--- src/rtl/uart_param_pkg.sv ---
`default_nettype none
// ============================================================================
// Module   : uart_param_pkg
// Brief    : Shared constants, parity modes, TX/RX state encoding and parity helper.
// Revision : 1.0 - initial release
// ============================================================================
package uart_param_pkg;

  localparam int OVERSAMPLE = 16;
  localparam int MID_SAMPLE = 7;

  localparam int PAR_NONE = 0;
  localparam int PAR_ODD  = 1;
  localparam int PAR_EVEN = 2;

  typedef enum logic [2:0] {
    ST_IDLE  = 3'd0,
    ST_START = 3'd1,
    ST_DATA  = 3'd2,
    ST_PAR   = 3'd3,
    ST_STOP  = 3'd4
  } uart_state_t;

  // Parity bit that makes the data+parity ones count odd or even; unused bits must be zero.
  function automatic logic parity_bit(input logic [8:0] data, input int mode);
    logic w_x;
    w_x = ^data;
    return (mode == PAR_ODD) ? ~w_x : (mode == PAR_EVEN) ? w_x : 1'b0;
  endfunction

endpackage
`default_nettype wire

--- src/rtl/uart_param_if.sv ---
`default_nettype none
// ============================================================================
// Module   : uart_param_if
// Brief    : Host-side valid/ready bundle of the UART (TX request, RX FIFO head, status).
// Revision : 1.0 - initial release
// ============================================================================
interface uart_param_if #(
  parameter int DATA_BITS  = 8,
  parameter int FIFO_DEPTH = 4
);
  localparam int CNT_W = $clog2(FIFO_DEPTH + 1);

  logic [DATA_BITS-1:0] tx_data;
  logic                 tx_valid;
  logic                 tx_ready;
  logic [DATA_BITS-1:0] rx_data;
  logic                 rx_valid;
  logic                 rx_ready;
  logic                 parity_err;
  logic                 framing_err;
  logic                 overrun;
  logic [CNT_W-1:0]     rx_count;

  modport master (
    output tx_data, tx_valid, rx_ready,
    input  tx_ready, rx_data, rx_valid, parity_err, framing_err, overrun, rx_count
  );

  modport slave (
    input  tx_data, tx_valid, rx_ready,
    output tx_ready, rx_data, rx_valid, parity_err, framing_err, overrun, rx_count
  );
endinterface
`default_nettype wire

--- src/rtl/uart_param_fifo.sv ---
`default_nettype none
// ============================================================================
// Module   : uart_param_fifo
// Brief    : Synchronous FIFO; a push into a full FIFO succeeds only alongside a pop.
// Revision : 1.0 - initial release
// ============================================================================
module uart_param_fifo #(
  parameter int WIDTH = 10,
  parameter int DEPTH = 4
) (
  input  wire logic                         clkx16,
  input  wire logic                         reset,
  input  wire logic                         i_push,
  input  wire logic                         i_pop,
  input  wire logic [WIDTH-1:0]             i_din,
  output logic      [WIDTH-1:0]             o_dout,
  output logic                              o_full,
  output logic                              o_empty,
  output logic      [$clog2(DEPTH+1)-1:0]   o_count
);
  localparam int AW = (DEPTH > 1) ? $clog2(DEPTH) : 1;
  localparam int CW = $clog2(DEPTH + 1);

  logic [WIDTH-1:0] r_mem [DEPTH];
  logic [AW-1:0]    r_wr;
  logic [AW-1:0]    r_rd;
  logic [CW-1:0]    r_count;
  logic             w_do_push;
  logic             w_do_pop;

  function automatic logic [AW-1:0] f_next(input logic [AW-1:0] p);
    return (p == AW'(DEPTH - 1)) ? '0 : p + AW'(1);
  endfunction

  assign o_empty   = (r_count == '0);
  assign o_full    = (r_count == CW'(DEPTH));
  assign o_count   = r_count;
  assign o_dout    = r_mem[r_rd];
  assign w_do_pop  = i_pop && !o_empty;
  assign w_do_push = i_push && (!o_full || w_do_pop);

  always_ff @(posedge clkx16 or posedge reset) begin
    if (reset) begin
      r_wr    <= '0;
      r_rd    <= '0;
      r_count <= '0;
      for (int i = 0; i < DEPTH; i++) r_mem[i] <= '0;
    end else begin
      if (w_do_push) begin
        r_mem[r_wr] <= i_din;
        r_wr        <= f_next(r_wr);
      end
      if (w_do_pop) r_rd <= f_next(r_rd);
      case ({w_do_push, w_do_pop})
        2'b10:   r_count <= r_count + CW'(1);
        2'b01:   r_count <= r_count - CW'(1);
        default: r_count <= r_count;
      endcase
    end
  end
endmodule
`default_nettype wire

--- src/rtl/uart_param.sv ---
`default_nettype none
// ============================================================================
// Module   : uart_param
// Brief    : Full-duplex UART on the 16x clock with RX buffer; define UART_PARAM_FIFO_EN
//            for a FIFO_DEPTH-entry buffer, otherwise a single holding register.
// Revision : 1.0 - initial release
// ============================================================================
module uart_param
  import uart_param_pkg::*;
#(
  parameter int DATA_BITS  = 8,
  parameter int PARITY     = 1,
  parameter int STOP_BITS  = 1,
  parameter int FIFO_DEPTH = 4
) (
  input  wire logic   clkx16,
  input  wire logic   reset,
  input  wire logic   i_rx,
  output logic        o_tx,
  uart_param_if.slave bus
);
  localparam int CNT_W = $clog2(FIFO_DEPTH + 1);
`ifdef UART_PARAM_FIFO_EN
  localparam int BUF_DEPTH = FIFO_DEPTH;
`else
  localparam int BUF_DEPTH = 1;
`endif
  localparam int BUF_CNT_W = $clog2(BUF_DEPTH + 1);
  localparam int ENTRY_W   = DATA_BITS + 2;
  localparam logic [3:0] c_last_phase = 4'(OVERSAMPLE - 1);
  localparam logic [3:0] c_mid        = 4'(MID_SAMPLE);
  localparam logic [3:0] c_last_bit   = 4'(DATA_BITS - 1);
  localparam logic       c_last_stop  = 1'(STOP_BITS - 1);

  // ---------------- transmitter ----------------
  uart_state_t          r_tx_state;
  logic [3:0]           r_tx_phase;
  logic [3:0]           r_tx_bit;
  logic                 r_tx_stop;
  logic [DATA_BITS-1:0] r_tx_shift;
  logic                 r_tx_par;
  logic                 r_tx;
  logic                 r_tx_ready;

  always_ff @(posedge clkx16 or posedge reset) begin
    if (reset) begin
      r_tx_state <= ST_IDLE;
      r_tx_phase <= '0;
      r_tx_bit   <= '0;
      r_tx_stop  <= 1'b0;
      r_tx_shift <= '0;
      r_tx_par   <= 1'b0;
      r_tx       <= 1'b1;
      r_tx_ready <= 1'b1;
    end else begin
      if (r_tx_state != ST_IDLE) r_tx_phase <= r_tx_phase + 4'd1;
      case (r_tx_state)
        ST_IDLE: if (bus.tx_valid) begin
          r_tx_shift <= bus.tx_data;
          r_tx_par   <= parity_bit(9'(bus.tx_data), PARITY);
          r_tx_phase <= '0;
          r_tx       <= 1'b0;
          r_tx_ready <= 1'b0;
          r_tx_state <= ST_START;
        end
        ST_START: if (r_tx_phase == c_last_phase) begin
          r_tx       <= r_tx_shift[0];
          r_tx_shift <= r_tx_shift >> 1;
          r_tx_bit   <= '0;
          r_tx_state <= ST_DATA;
        end
        ST_DATA: if (r_tx_phase == c_last_phase) begin
          if (r_tx_bit != c_last_bit) begin
            r_tx       <= r_tx_shift[0];
            r_tx_shift <= r_tx_shift >> 1;
            r_tx_bit   <= r_tx_bit + 4'd1;
          end else if (PARITY != PAR_NONE) begin
            r_tx       <= r_tx_par;
            r_tx_state <= ST_PAR;
          end else begin
            r_tx       <= 1'b1;
            r_tx_stop  <= 1'b0;
            r_tx_state <= ST_STOP;
          end
        end
        ST_PAR: if (r_tx_phase == c_last_phase) begin
          r_tx       <= 1'b1;
          r_tx_stop  <= 1'b0;
          r_tx_state <= ST_STOP;
        end
        ST_STOP: if (r_tx_phase == c_last_phase) begin
          if (r_tx_stop == c_last_stop) begin
            r_tx_ready <= 1'b1;
            r_tx_state <= ST_IDLE;
          end else begin
            r_tx_stop  <= 1'b1;
          end
        end
        default: r_tx_state <= ST_IDLE;
      endcase
    end
  end

  assign o_tx         = r_tx;
  assign bus.tx_ready = r_tx_ready;

  // ---------------- receiver ----------------
  logic [1:0]           r_sync;
  logic                 r_rx_prev;
  logic                 w_rx;
  uart_state_t          r_rx_state;
  logic [3:0]           r_rx_phase;
  logic [3:0]           r_rx_bit;
  logic [DATA_BITS-1:0] r_rx_shift;
  logic                 r_rx_par;
  logic                 w_rx_perr;
  logic                 r_push;
  logic [ENTRY_W-1:0]   r_entry;

  assign w_rx      = r_sync[1];
  assign w_rx_perr = (PARITY != PAR_NONE) && (parity_bit(9'(r_rx_shift), PARITY) != r_rx_par);

  // The detection cycle counts as phase 0, so every mid-bit sample lands on phase 7.
  always_ff @(posedge clkx16 or posedge reset) begin
    if (reset) begin
      r_sync     <= 2'b11;
      r_rx_prev  <= 1'b1;
      r_rx_state <= ST_IDLE;
      r_rx_phase <= '0;
      r_rx_bit   <= '0;
      r_rx_shift <= '0;
      r_rx_par   <= 1'b0;
      r_push     <= 1'b0;
      r_entry    <= '0;
    end else begin
      r_sync     <= {r_sync[0], i_rx};
      r_rx_prev  <= w_rx;
      r_push     <= 1'b0;
      r_rx_phase <= r_rx_phase + 4'd1;
      case (r_rx_state)
        ST_IDLE: if (!w_rx && r_rx_prev) begin
          r_rx_phase <= 4'd1;
          r_rx_state <= ST_START;
        end
        ST_START: if (r_rx_phase == c_mid) begin
          r_rx_bit   <= '0;
          r_rx_state <= w_rx ? ST_IDLE : ST_DATA;
        end
        ST_DATA: if (r_rx_phase == c_mid) begin
          r_rx_shift <= {w_rx, r_rx_shift[DATA_BITS-1:1]};
          r_rx_bit   <= r_rx_bit + 4'd1;
          if (r_rx_bit == c_last_bit)
            r_rx_state <= (PARITY != PAR_NONE) ? ST_PAR : ST_STOP;
        end
        ST_PAR: if (r_rx_phase == c_mid) begin
          r_rx_par   <= w_rx;
          r_rx_state <= ST_STOP;
        end
        ST_STOP: if (r_rx_phase == c_mid) begin
          r_entry    <= {r_rx_shift, w_rx_perr, ~w_rx};
          r_push     <= 1'b1;
          r_rx_state <= ST_IDLE;
        end
        default: r_rx_state <= ST_IDLE;
      endcase
    end
  end

  // ---------------- receive buffer ----------------
  logic [ENTRY_W-1:0]   w_head;
  logic                 w_full;
  logic                 w_empty;
  logic [BUF_CNT_W-1:0] w_count;
  logic                 w_pop;
  logic                 r_overrun;

  assign w_pop = !w_empty && bus.rx_ready;

  uart_param_fifo #(
    .WIDTH (ENTRY_W),
    .DEPTH (BUF_DEPTH)
  ) u_fifo (
    .clkx16  (clkx16),
    .reset   (reset),
    .i_push  (r_push),
    .i_pop   (w_pop),
    .i_din   (r_entry),
    .o_dout  (w_head),
    .o_full  (w_full),
    .o_empty (w_empty),
    .o_count (w_count)
  );

  always_ff @(posedge clkx16 or posedge reset) begin
    if (reset)                r_overrun <= 1'b0;
    else if (w_pop)           r_overrun <= 1'b0;
    else if (r_push && w_full) r_overrun <= 1'b1;
  end

  assign bus.rx_valid    = !w_empty;
  assign bus.rx_data     = w_head[ENTRY_W-1:2];
  assign bus.parity_err  = w_head[1];
  assign bus.framing_err = w_head[0];
  assign bus.overrun     = r_overrun;
  assign bus.rx_count    = CNT_W'(w_count);
endmodule
`default_nettype wire

--- src/flat_wrapper.sv ---
// flat-port wrapper written by rule: the top's interface ports become plain ports
module uart_param_flat import uart_param_pkg::*;
#(
  parameter int DATA_BITS  = 8,
  parameter int PARITY     = 1,
  parameter int STOP_BITS  = 1,
  parameter int FIFO_DEPTH = 4
)
  (clkx16, reset, i_rx, o_tx, bus_tx_data, bus_tx_valid, bus_rx_ready, bus_tx_ready, bus_rx_data, bus_rx_valid, bus_parity_err, bus_framing_err, bus_overrun, bus_rx_count);
  uart_param_if #(.DATA_BITS(DATA_BITS), .FIFO_DEPTH(FIFO_DEPTH)) bus_i ();
  input  wire logic clkx16;
  input  wire logic reset;
  input  wire logic i_rx;
  output logic o_tx;
  input wire logic [$bits(bus_i.tx_data)-1:0] bus_tx_data;
  input wire logic [$bits(bus_i.tx_valid)-1:0] bus_tx_valid;
  input wire logic [$bits(bus_i.rx_ready)-1:0] bus_rx_ready;
  output wire logic [$bits(bus_i.tx_ready)-1:0] bus_tx_ready;
  output wire logic [$bits(bus_i.rx_data)-1:0] bus_rx_data;
  output wire logic [$bits(bus_i.rx_valid)-1:0] bus_rx_valid;
  output wire logic [$bits(bus_i.parity_err)-1:0] bus_parity_err;
  output wire logic [$bits(bus_i.framing_err)-1:0] bus_framing_err;
  output wire logic [$bits(bus_i.overrun)-1:0] bus_overrun;
  output wire logic [$bits(bus_i.rx_count)-1:0] bus_rx_count;
  assign bus_i.tx_data = bus_tx_data;
  assign bus_i.tx_valid = bus_tx_valid;
  assign bus_i.rx_ready = bus_rx_ready;
  assign bus_tx_ready = bus_i.tx_ready;
  assign bus_rx_data = bus_i.rx_data;
  assign bus_rx_valid = bus_i.rx_valid;
  assign bus_parity_err = bus_i.parity_err;
  assign bus_framing_err = bus_i.framing_err;
  assign bus_overrun = bus_i.overrun;
  assign bus_rx_count = bus_i.rx_count;
  uart_param #(.DATA_BITS(DATA_BITS), .PARITY(PARITY), .STOP_BITS(STOP_BITS), .FIFO_DEPTH(FIFO_DEPTH)) u_core (.clkx16(clkx16), .reset(reset), .i_rx(i_rx), .o_tx(o_tx), .bus(bus_i));
endmodule
--- config.mk ---
export PLATFORM = sky130hd
export DESIGN_NAME = uart_param_flat
export DESIGN_NICKNAME = d
export VERILOG_FILES = /design/src/rtl/uart_param_pkg.sv /design/src/rtl/uart_param_if.sv /design/src/rtl/uart_param_fifo.sv /design/src/rtl/uart_param.sv /design/src/flat_wrapper.sv
export SDC_FILE = /design/constraint.sdc
export NUM_CORES = 1
export LEC_CHECK = 0
export CORE_UTILIZATION = 60
export CTS_BUF_LIST = sky130_fd_sc_hd__clkbuf_8
export DETAILED_ROUTE_END_ITERATION = 12
export GPL_ROUTABILITY_DRIVEN = 1
export HOLD_SLACK_MARGIN = 0.03
export PLACE_DENSITY_LB_ADDON = 0.12
export SLEW_MARGIN = 20
export SYNTH_ARGS = -nofsm -noshare
export SYNTH_HDL_FRONTEND = slang
export SYNTH_SLANG_ARGS = --single-unit
--- constraint.sdc ---
create_clock -name clkx16 -period 3.9 [get_ports clkx16]
set_clock_uncertainty 0.15 [all_clocks]
set_input_delay 1.17 -clock clkx16 [delete_from_list [all_inputs] [get_ports clkx16]]
set_output_delay 1.17 -clock clkx16 [all_outputs]
set_load 0.01 [all_outputs]
==> summary.txt <==
Clock tree
  • Post-CTS Setup Inserts: 0
  • CTS Hold Buffers Added: 0
  • Clock root cell: clkbuf_8
  • Reg clk slew, reported paths: 0.07 ns
  • CTS tree: yes
  • Clock Latency Late Sink: 0.33 ns
  • CTS max path bufs: 2
  • Clk sink count: 68
  • Post-cts sizing count: 0
  • Number of CTS-inserted buffers: 9
  • H-tree depth reported by CTS: 3

Setup path
  • Worst setup SP type: flop
  • Worst setup path end: bus_tx_ready
  • Crit path launch: u_core.bus.tx_ready$_DFFE_PP1P_
  • Worst Setup Path Type: reg2out
  • WP buf/inv: 1
  • Worst r2r src: u_core.r_tx_state[0]$_DFFE_PP0P_
  • Register-to-Register Path Depth: 4
  • Delay-heaviest family, CP: flip-flops
  • Worst path max stage delay: 0.55 ns
  • Crit-path cells: clkdlybuf4s50_1
  • Critical path required time: 2.58 ns
  • R2r endpoint: u_core.r_tx_shift[5]$_DFFE_PP0P_
  • Critical path's slowest cell: dfstp_2
  • Worst Path Arrival: 1.41 ns
  • R2R setup slack: 1.63 ns
  • Worst path depth: 1
  • Element type at the critical path end: primary output
  • Crit path max fanout: 3

Synthesis
  • Commonest cells post-synth: dfrtp_1 (63), mux2_2 (39), o21ai_0 (20), nand2_1 (19)
  • Dominant cells by area after synthesis: dfrtp_1 (49%), mux2_2 (14%), dfstp_2 (4.1%)
  • Most used flip-flop cell after synthesis: dfrtp_1
  • Register area share after synthesis: 53.0%
  • Mapped Avg Cell Area: 11.6 um2
  • Post-Syn Instances: 278
  • Post-synth ARST share: 100%
  • Cell Area, Synth: 0.00322 mm2
  • Area leader, netlist: dfrtp_1
  • Count of cell types in the netlist: 48
  • Most common cell in the synthesized netlist: dfrtp_1
  • Yosys warns: 0
  • Post-synth EDFFs: 0
  • Post-synthesis register bit count: 68
  • Share of the synthesized area in the top cell type: 48.9%

STA
  • Final period demand of the worst path: 2.73 ns
  • Final setup fails: 0
  • RSZ-0062 raised after global routing: no
  • Worst-Margin Slew: 0.628 ns
  • Achievable Freq: 0.367 GHz
  • Worst slew margin: 58.0%
  • Setup TNS: 0 ns
  • Fin. Hold Viols: 0
  • Fin crit share: 69.9%
  • Pins Over Slew Limit: 0

Die
  • Initial Util: 62.7%
  • Cell row count: 26
  • Core region area: 0.00514 mm2
  • I/O pins: 30
  • Die area: 0.00567 mm2
  • Die Ht: 75.3 um
  • Die width: 75.3 um

Drt
  • Drt via density: 5.54
  • Via count: 2116
  • Routed Antenna Nets: 0
  • DR iter-0 viols: 117
  • First-pass DRT Iterations: 4
  • DR WL/cell: 14.7 um
  • Final WL: 5.61 mm
  • Residual DRC count: 0

Global routing
  • First-pass GRT wire length: 9.07 mm
  • Antenna violations before repair: 0
  • Gr usage total: 21.6%
  • Pin count of the biggest net entering global routing: 22
  • GRT Residual Overflow: 0
  • Vias in the first global route: 2015

Finish
  • Number of diodes: 0
  • Final Util: 73.8%
  • Final nets: 324
  • Layout area overhead: 17.7%
  • Share of layout cells above drive strength 1: 23.4%

Placement
  • # port buffers: 27
  • RePlAce Congestion: 0.822
  • Dpl hpwl: 3.88 mm

Pwr
  • Peak supply drop: 0.359 mV
  • Pleak: 1.73 nW
  • Pwr per Cell Area: 480 mW/mm2

Min path
  • Hold WC Path Type: reg2reg
  • Hold Startpoint: u_core.r_sync[0]$_DFF_PP1_

Run
  • Maximum Capacitance Violations: 0

Run status
  • Outcome: finished, final reports clean
[layout make-up]
class / instances / area (um2)
repair buffers: 30 / 293
flip-flops and latches: 68 / 1710
multi-input cells: 192 / 1420
well taps: 70 / 87.6
inverters: 6 / 22.5
fillers: 395 / 1350
clock buffers: 11 / 151
clock inverters: 5 / 108
[through the flow]
step	total power, mW	hold WS (ns)	std cells	worst slack (ns)	cell area, um2
final	1.82	0.210	382	1.17	3790
after global routing	1.90	0.214	382	1.07	3790
after CTS	1.84	0.213	382	1.16	3790
after detailed placement	1.11	0.199	366	0.840	3530
after global placement	1.10	0.199	366	0.878	3530
after floorplan	1.03	0.195	279	0.877	3230
[layer usage]
| layer | routed length [um] | up-vias | GRT usage (%) | part of all wire [%] |
|---|---|---|---|---|
| met1 | 2620 | 1041 | 28.5 | 47 |
| met4 | 85 | 0 | 9.88 | 1.5 |
| met3 | 137 | 8 | 3.57 | 2.4 |
| met5 | 0 | - | 0 | 0 |
| met2 | 2760 | 32 | 35.3 | 49 |
| li1 | - | 1035 | - | - |
[state kept, by name (all words and copies together), names as in the netlist, 2 cells and up]
signal               cells
u_core.u_fifo.r_mem     10
u_core.r_rx_state        3
u_core.r_sync            2
u_core.r_rx_shift        8
u_core.r_tx_bit          4
u_core.r_tx_shift        8
u_core.r_tx_state        3
u_core.r_rx_bit          4
u_core.r_tx_phase        4
u_core.r_entry          10
u_core.r_rx_phase        4
[layout by cell type, fill, tap and decap left out, types with 3 or more instances in the layout]
master | synthesis | routed
nor2_1 | 17 | 17
nand2_1 | 19 | 19
inv_1 | 6 | 5
dfstp_2 | 5 | 5
nand3_1 | 6 | 6
bufinv_16 | 0 | 3
buf_4 | 3 | 3
dfrtp_1 | 63 | 63
nor2b_1 | 3 | 3
clkdlybuf4s50_1 | 0 | 27
mux2_2 | 39 | 39
nand4b_1 | 4 | 4
a21oi_1 | 17 | 17
clkbuf_8 | 0 | 11
nor3_1 | 4 | 4
nand2b_1 | 5 | 5
xor2_1 | 3 | 3
xnor2_1 | 14 | 14
o21ai_0 | 20 | 20
ha_1 | 4 | 4
mux2_4 | 5 | 5
[how the worst min path moves through the flow]
stage	end	slack (ns)	cells after the start
after CTS	u_core.r_sync[1]$_DFF_PP1_	0.21	0
after global routing	u_core.r_sync[1]$_DFF_PP1_	0.21	0
after floorplan	u_core.r_sync[1]$_DFF_PP1_	0.20	0
final	u_core.r_sync[1]$_DFF_PP1_	0.21	0
after global placement	u_core.r_sync[1]$_DFF_PP1_	0.20	0
after detailed placement	u_core.r_sync[1]$_DFF_PP1_	0.20	0
[power breakdown]
group	internal (mW)	switching [mW]	leakage (nW)
logic	0.132	0.115	0.722
clock network	0.462	0.261	0.130
registers	0.767	0.0822	0.881
total	1.36	0.458	1.73
[kinds of logic after synthesis]
kind of cell,share of synthesized area (%)
simple gates,12.2
flops,53.0
compound gates,8.89
mux,16.0
buf+inv,2.95
xor+xnor,5.32
fa+ha+maj,1.55
other cells,0.116
Power figures use the tool's default switching activity.
